$ cat config.mk
export PLATFORM = sky130hd
export DESIGN_NAME = tap_writer
export DESIGN_NICKNAME = d
export VERILOG_FILES = /design/src/rtl/tap_pkg.sv /design/src/rtl/tap_writer.sv
export SDC_FILE = /design/constraint.sdc
export NUM_CORES = 1
export LEC_CHECK = 0
export CAP_MARGIN = 5
export CORE_MARGIN = 2
export CORE_UTILIZATION = 48
export DETAILED_ROUTE_END_ITERATION = 8
export PLACE_DENSITY = 0.77
export SYNTH_ARGS = -nofsm -noshare
export SYNTH_HDL_FRONTEND = slang
export SYNTH_SLANG_ARGS = --single-unit
$ cat constraint.sdc
create_clock -name clk_48 -period 1.9 [get_ports clk_48]
set_input_delay 0.38 -clock clk_48 [delete_from_list [all_inputs] [get_ports clk_48]]
set_output_delay 0.38 -clock clk_48 [all_outputs]
set_load 0.03 [all_outputs]
$ cat src/rtl/tap_pkg.sv
// Shared constants and types for the .TAP save engine: image framing bytes,
// the latched save request and the serialiser state encoding.
package tap_pkg;

  localparam logic [7:0] TAP_SYNC    = 8'h16;
  localparam logic [7:0] TAP_MARK    = 8'h24;
  localparam int         TAP_HDR_LEN = 9;

  typedef enum logic [3:0] {
    ST_IDLE,
    ST_SYNC,
    ST_MARK,
    ST_HDR,
    ST_NRD,
    ST_NCAP,
    ST_NEMIT,
    ST_DRD,
    ST_DCAP,
    ST_DEMIT,
    ST_FIN
  } tap_state_t;

  typedef struct packed {
    logic [7:0]  file_type;
    logic [7:0]  autorun;
    logic [15:0] start_addr;
    logic [15:0] end_addr;
    logic [15:0] name_addr;
  } tap_req_t;

endpackage

$ cat src/rtl/tap_writer.sv
// Oric tape-save engine: serialises sync, marker, header, name and a RAM
// range as a .TAP byte stream into the upload buffer.
module tap_writer
  import tap_pkg::*;
#(
  parameter int SYNC_LEN = 4,
  parameter int NAME_MAX = 16
) (
  input  logic        clk_48,
  input  logic        reset,
  input  logic        start,
  input  logic [7:0]  file_type,
  input  logic [7:0]  autorun,
  input  logic [15:0] start_addr,
  input  logic [15:0] end_addr,
  input  logic [15:0] name_addr,
  output logic [15:0] ram_addr,
  output logic        ram_rd,
  input  logic [7:0]  ram_q,
  output logic [24:0] buf_addr,
  output logic        buf_wr,
  output logic [7:0]  buf_dout,
  input  logic        buf_wait,
  output logic        busy,
  output logic        done,
  output logic        error,
  output logic [24:0] tap_len
);

  localparam logic [7:0] SYNC_LAST = 8'(SYNC_LEN - 1);
  localparam logic [7:0] NAME_LAST = 8'(NAME_MAX - 1);
  localparam logic [3:0] HDR_LAST  = 4'(TAP_HDR_LEN - 1);

  tap_state_t  state_q, state_d;
  tap_req_t    req_q, req_d;
  logic [7:0]  cnt_q, cnt_d;      // sync index, header index, name byte count
  logic [15:0] ptr_q, ptr_d;
  logic [7:0]  byte_q, byte_d;
  logic [24:0] count_q, count_d;

  logic [15:0] ram_addr_q, ram_addr_d;
  logic        ram_rd_q, ram_rd_d;
  logic [24:0] buf_addr_q, buf_addr_d;
  logic        buf_wr_q, buf_wr_d;
  logic [7:0]  buf_dout_q, buf_dout_d;
  logic        busy_q, busy_d;
  logic        done_q, done_d;
  logic        error_q, error_d;
  logic [24:0] tap_len_q, tap_len_d;

  logic        wr_req;
  logic [7:0]  wr_byte;
  logic [7:0]  hdr_byte;

  always_comb begin
    hdr_byte = 8'h00;
    case (cnt_q[3:0])
      4'd2:    hdr_byte = req_q.file_type;
      4'd3:    hdr_byte = req_q.autorun;
      4'd4:    hdr_byte = req_q.end_addr[15:8];
      4'd5:    hdr_byte = req_q.end_addr[7:0];
      4'd6:    hdr_byte = req_q.start_addr[15:8];
      4'd7:    hdr_byte = req_q.start_addr[7:0];
      default: hdr_byte = 8'h00;
    endcase
  end

  // NOTE: every signal gets a default before the case so no path leaves one
  // unassigned; an unassigned path in always_comb would infer a latch.
  always_comb begin
    state_d    = state_q;
    req_d      = req_q;
    cnt_d      = cnt_q;
    ptr_d      = ptr_q;
    byte_d     = byte_q;
    count_d    = count_q;
    ram_addr_d = ram_addr_q;
    ram_rd_d   = 1'b0;
    buf_addr_d = buf_addr_q;
    buf_wr_d   = 1'b0;
    buf_dout_d = buf_dout_q;
    busy_d     = busy_q;
    done_d     = 1'b0;
    error_d    = error_q;
    tap_len_d  = tap_len_q;
    wr_req     = 1'b0;
    wr_byte    = 8'h00;

    case (state_q)
      ST_IDLE: begin
        if (start) begin
          req_d      = '{file_type, autorun, start_addr, end_addr, name_addr};
          busy_d     = 1'b1;
          error_d    = (end_addr < start_addr);
          tap_len_d  = '0;
          count_d    = '0;
          buf_addr_d = '0;
          cnt_d      = '0;
          state_d    = (end_addr < start_addr) ? ST_FIN : ST_SYNC;
        end
      end
      ST_SYNC: begin
        wr_req  = 1'b1;
        wr_byte = TAP_SYNC;
        if (!buf_wait) begin
          if (cnt_q == SYNC_LAST) begin
            cnt_d   = '0;
            state_d = ST_MARK;
          end else begin
            cnt_d = cnt_q + 8'd1;
          end
        end
      end
      ST_MARK: begin
        wr_req  = 1'b1;
        wr_byte = TAP_MARK;
        if (!buf_wait) state_d = ST_HDR;
      end
      ST_HDR: begin
        wr_req  = 1'b1;
        wr_byte = hdr_byte;
        if (!buf_wait) begin
          if (cnt_q[3:0] == HDR_LAST) begin
            cnt_d      = '0;
            ptr_d      = req_q.name_addr;
            ram_addr_d = req_q.name_addr;
            ram_rd_d   = 1'b1;
            state_d    = ST_NRD;
          end else begin
            cnt_d = cnt_q + 8'd1;
          end
        end
      end
      ST_NRD:  state_d = ST_NCAP;
      ST_NCAP: begin
        byte_d  = ram_q;
        state_d = ST_NEMIT;
      end
      ST_NEMIT: begin
        wr_req  = 1'b1;
        wr_byte = byte_q;
        if (!buf_wait) begin
          if (byte_q == 8'h00) begin
            ptr_d      = req_q.start_addr;
            ram_addr_d = req_q.start_addr;
            ram_rd_d   = 1'b1;
            state_d    = ST_DRD;
          end else if (cnt_q == NAME_LAST) begin
            // Name limit reached: emit the terminator without another read.
            byte_d = 8'h00;
          end else begin
            cnt_d      = cnt_q + 8'd1;
            ptr_d      = ptr_q + 16'd1;
            ram_addr_d = ptr_q + 16'd1;
            ram_rd_d   = 1'b1;
            state_d    = ST_NRD;
          end
        end
      end
      ST_DRD:  state_d = ST_DCAP;
      ST_DCAP: begin
        byte_d  = ram_q;
        state_d = ST_DEMIT;
      end
      ST_DEMIT: begin
        wr_req  = 1'b1;
        wr_byte = byte_q;
        if (!buf_wait) begin
          if (ptr_q == req_q.end_addr) begin
            state_d = ST_FIN;
          end else begin
            ptr_d      = ptr_q + 16'd1;
            ram_addr_d = ptr_q + 16'd1;
            ram_rd_d   = 1'b1;
            state_d    = ST_DRD;
          end
        end
      end
      ST_FIN: begin
        busy_d    = 1'b0;
        done_d    = 1'b1;
        tap_len_d = count_q;
        state_d   = ST_IDLE;
      end
      default: state_d = ST_IDLE;
    endcase

    if (wr_req && !buf_wait) begin
      buf_wr_d   = 1'b1;
      buf_addr_d = count_q;
      buf_dout_d = wr_byte;
      count_d    = count_q + 25'd1;
    end
  end

  // NOTE: state registers use non-blocking assignments so every register
  // samples the pre-edge values, independent of statement order.
  always_ff @(posedge clk_48) begin
    if (reset) begin
      state_q    <= ST_IDLE;
      req_q      <= '0;
      cnt_q      <= '0;
      ptr_q      <= '0;
      byte_q     <= '0;
      count_q    <= '0;
      ram_addr_q <= '0;
      ram_rd_q   <= 1'b0;
      buf_addr_q <= '0;
      buf_wr_q   <= 1'b0;
      buf_dout_q <= '0;
      busy_q     <= 1'b0;
      done_q     <= 1'b0;
      error_q    <= 1'b0;
      tap_len_q  <= '0;
    end else begin
      state_q    <= state_d;
      req_q      <= req_d;
      cnt_q      <= cnt_d;
      ptr_q      <= ptr_d;
      byte_q     <= byte_d;
      count_q    <= count_d;
      ram_addr_q <= ram_addr_d;
      ram_rd_q   <= ram_rd_d;
      buf_addr_q <= buf_addr_d;
      buf_wr_q   <= buf_wr_d;
      buf_dout_q <= buf_dout_d;
      busy_q     <= busy_d;
      done_q     <= done_d;
      error_q    <= error_d;
      tap_len_q  <= tap_len_d;
    end
  end

  assign ram_addr = ram_addr_q;
  assign ram_rd   = ram_rd_q;
  assign buf_addr = buf_addr_q;
  assign buf_wr   = buf_wr_q;
  assign buf_dout = buf_dout_q;
  assign busy     = busy_q;
  assign done     = done_q;
  assign error    = error_q;
  assign tap_len  = tap_len_q;

endmodule

==> reports/metrics.yaml <==
core_sq_mm: 0.01784
cp-startpoint: "byte_q[2]"
wl_mm: 30.07
overflow: 0
hold_viol: 0
grt_pass1_vias: 9026
synth.top_cell.area_share_pct: 43.54
synth_area_per_cell_sq_um: 8.401
num_rows: 49
drv_cap: 0
cts_hold_buf: 0
crit_arrival_ns: 2.63
vias: 9416
outcome: "finished, violations left"
finalCriticalPeriod_ns: 2.264
port_buffers: 154
cts_tree: "done"
endpoint_kind: "flip-flop"
clk_path_buf_depth: 2
setup_slack_ns: -0.3637
mostFrequentLayoutCell: "dfxtp_1"
ant_nets: 0
ys_seq_area_share_pct: 43.54
die_y_microns: 138.2
synth_edf_count: 0
drc: 0
routedWlPerCell_microns: 19.24
slew_viol_final: 0
grt_max_degree: 86
ios: 155
r2r-start: "byte_q[2]"
startpoint_type: "flip-flop"
viasPerCell: 6.024
hp-start: "end_addr[11]"
nets: 1418
clock_skew_ns: 0.01021
antenna_cells: 0
grt_first_pass_wirelength_mm: 46.69
insertion_delay_ns: 0.44
hpwl_mm: 19.06
drt_iter0_drc: 1071
period_share_pct: 119.1
final_core_util_pct: 73.31
firstDrtPassIters: 9
critPathRequiredTime_ns: 2.27
hp-class: "in2reg"
ys.flop_type: "dfxtp_1"
yosysWarnings: 0
clock_sinks: 188
ys_types: 67
ys_seq_elements: 188
rsz0062_at_grt: "true"
synth_area_leaders: "dfxtp_1 44%, nand2_1 7.8%, a21oi_1 6.1%"
cts-buffers-inserted: 17
grt_usage_pct: 29.87
synth_nets: 1126
powerDensity_mw_per_mm2: 1032
cp_max_fo: 8
layout_common_cells: "176 x dfxtp_1, 172 x nand2_1, 165 x buf_4"
nFillCells: 1190
setup_violations: 41
async_reset_ff_share_pct: 0
instances_no_fill: 1563
synthesis.area_sq_mm: 0.008645
path_clk_slew_ns: 0.08
layout-drive-gt1-share_pct: 27.89
die_x_microns: 138.2
leakage_uw: 0.005163
violations: "negative setup slack"
h-tree-depth: 4
die_area_sq_mm: 0.01910
gp_congestion: 0.9485
clock.fmax_mhz: 441.8
yosys.area.top_type: "dfxtp_1"
place_inst: 1502
antenna_found_initial: 0
path_class: "reg2reg"
clock-root-buffer: "clkbuf_16"
worst_slew_pin_slew_ns: 0.4896
syn_inst: 1029
timing.slew.headroom_pct: 67.02
peakVddDrop_mv: 0.7710
start_util_pct: 48.45
syn_to_final_growth_pct: 51.30
==> routing by layer <==
| metal | global-route usage [%] | wire (microns) | vias up |
|---|---|---|---|
| met1 | 37.74 | 11840 | 4474 |
| met4 | 12.84 | 1241 | 0 |
| li1 | - | - | 4309 |
| met3 | 5.681 | 2409 | 116 |
| met2 | 50.08 | 14570 | 517 |
| met5 | 0 | 0 | - |
==> path summary, 6_finish.rpt <==
path,slack (ns),cells past startpoint,endpoint
setup / recovery,-0.36,10,byte_q[4]
hold / removal,0.29,3,req_q[27]
setup reg to reg,-0.36,10,byte_q[4]
hold reg to reg,0.45,2,req_q[58]
==> through the flow <==
stage	area [sq um]	TNS, ns	hold WS (ns)	power [uW]	worst slack (ns)
floorplan	8705	-2.858	0.4360	7183	-0.2182
global placement	11580	-19.50	0.4424	8997	-0.7565
detailed placement	11580	-22.61	0.4467	9091	-0.7613
CTS	12730	-7.098	0.2814	13060	-0.2879
global route	13080	-12.10	0.2907	14030	-0.4066
finish	13080	-9.725	0.2881	13500	-0.3637
==> worst max-delay path: stages, from the launching register on <==
cell and delay [ns]:
dfxtp_2 0.33, or4_4 0.53, or2_4 0.28, and3_4 0.20, buf_4 0.13, buf_6 0.11
buf_4 0.12, a21oi_2 0.14, buf_6 0.17, a22oi_2 0.06, nor2_1 0.13
==> state kept, by name, indices dropped and copies added (netlist names) <==
signal,flops
buf_addr,25
buf_dout,8
buf_wr,1
busy,1
byte_q,8
cnt_q,8
count_q,25
done,1
error,1
ram_addr,16
ram_rd,1
req_q,64
state_q,4
tap_len,25
==> logic make-up (layout without fill, tap and decap cells) <==
kind of cell	after synthesis	in the layout	share of synthesized area, %
AO/OA/AOI/OAI	304	304	25.27
flip-flops	188	188	43.54
XOR/XNOR	25	25	2.533
buffers and inverters	100	405	4.719
multiplexers	4	4	0.5210
AND/OR/NAND/NOR	387	387	20.38
adder cells (fa/ha/maj)	21	21	3.039
==> report_power, final <==
group	total, uW	switching, uW	leakage [uW]	internal (uW)
clock network	3500	1740	0.000281	1760
registers	4790	403	0.00153	4390
logic	5200	2880	0.00335	2320
==> Yosys cell counts, types with 3 or more instances <==
master    count
a31oi_1       6
dfxtp_1     188
a211oi_1     10
xnor2_1      24
and2_1        3
buf_2        14
mux2_2        3
nor4_1       10
nand2_1     180
ha_1         21
and3_1        3
a221o_1       9
nor3_1       14
nand3_1      36
or3_1         5
nor2_1       84
nand3b_1      3
a21oi_2       8
o21a_1        5
a221oi_1      5
nand2b_1     13
o32ai_2       6
o21ai_0      18
a32oi_1       5
a22oi_1      16
inv_1        25
a311oi_1      9
o21ai_1      13
nand4_1      13
a21oi_1     105
clkbuf_1     57
a22o_1       55
a222oi_1     12
o211ai_1      5
==> area by class of cell <==
cell class | instances | area (sq um) | area share (%)
repair buffers | 348 | 3223 | 24.64
clock inverters | 14 | 145.1 | 1.110
flip-flops and latches | 188 | 3789 | 28.97
well taps | 229 | 286.5 | 2.191
clock buffers | 18 | 429.2 | 3.281
multi-input cells | 741 | 5107 | 39.05
inverters | 25 | 98.84 | 0.7558
==> timing repair <==
item,4_1_cts,5_1_grt
setup buffers,18,12
endpoints found under the setup margin,93,126
gates cloned,2,0
resized for setup,138,86
pin swaps,29,48
(Power assumes the default switching activity.)
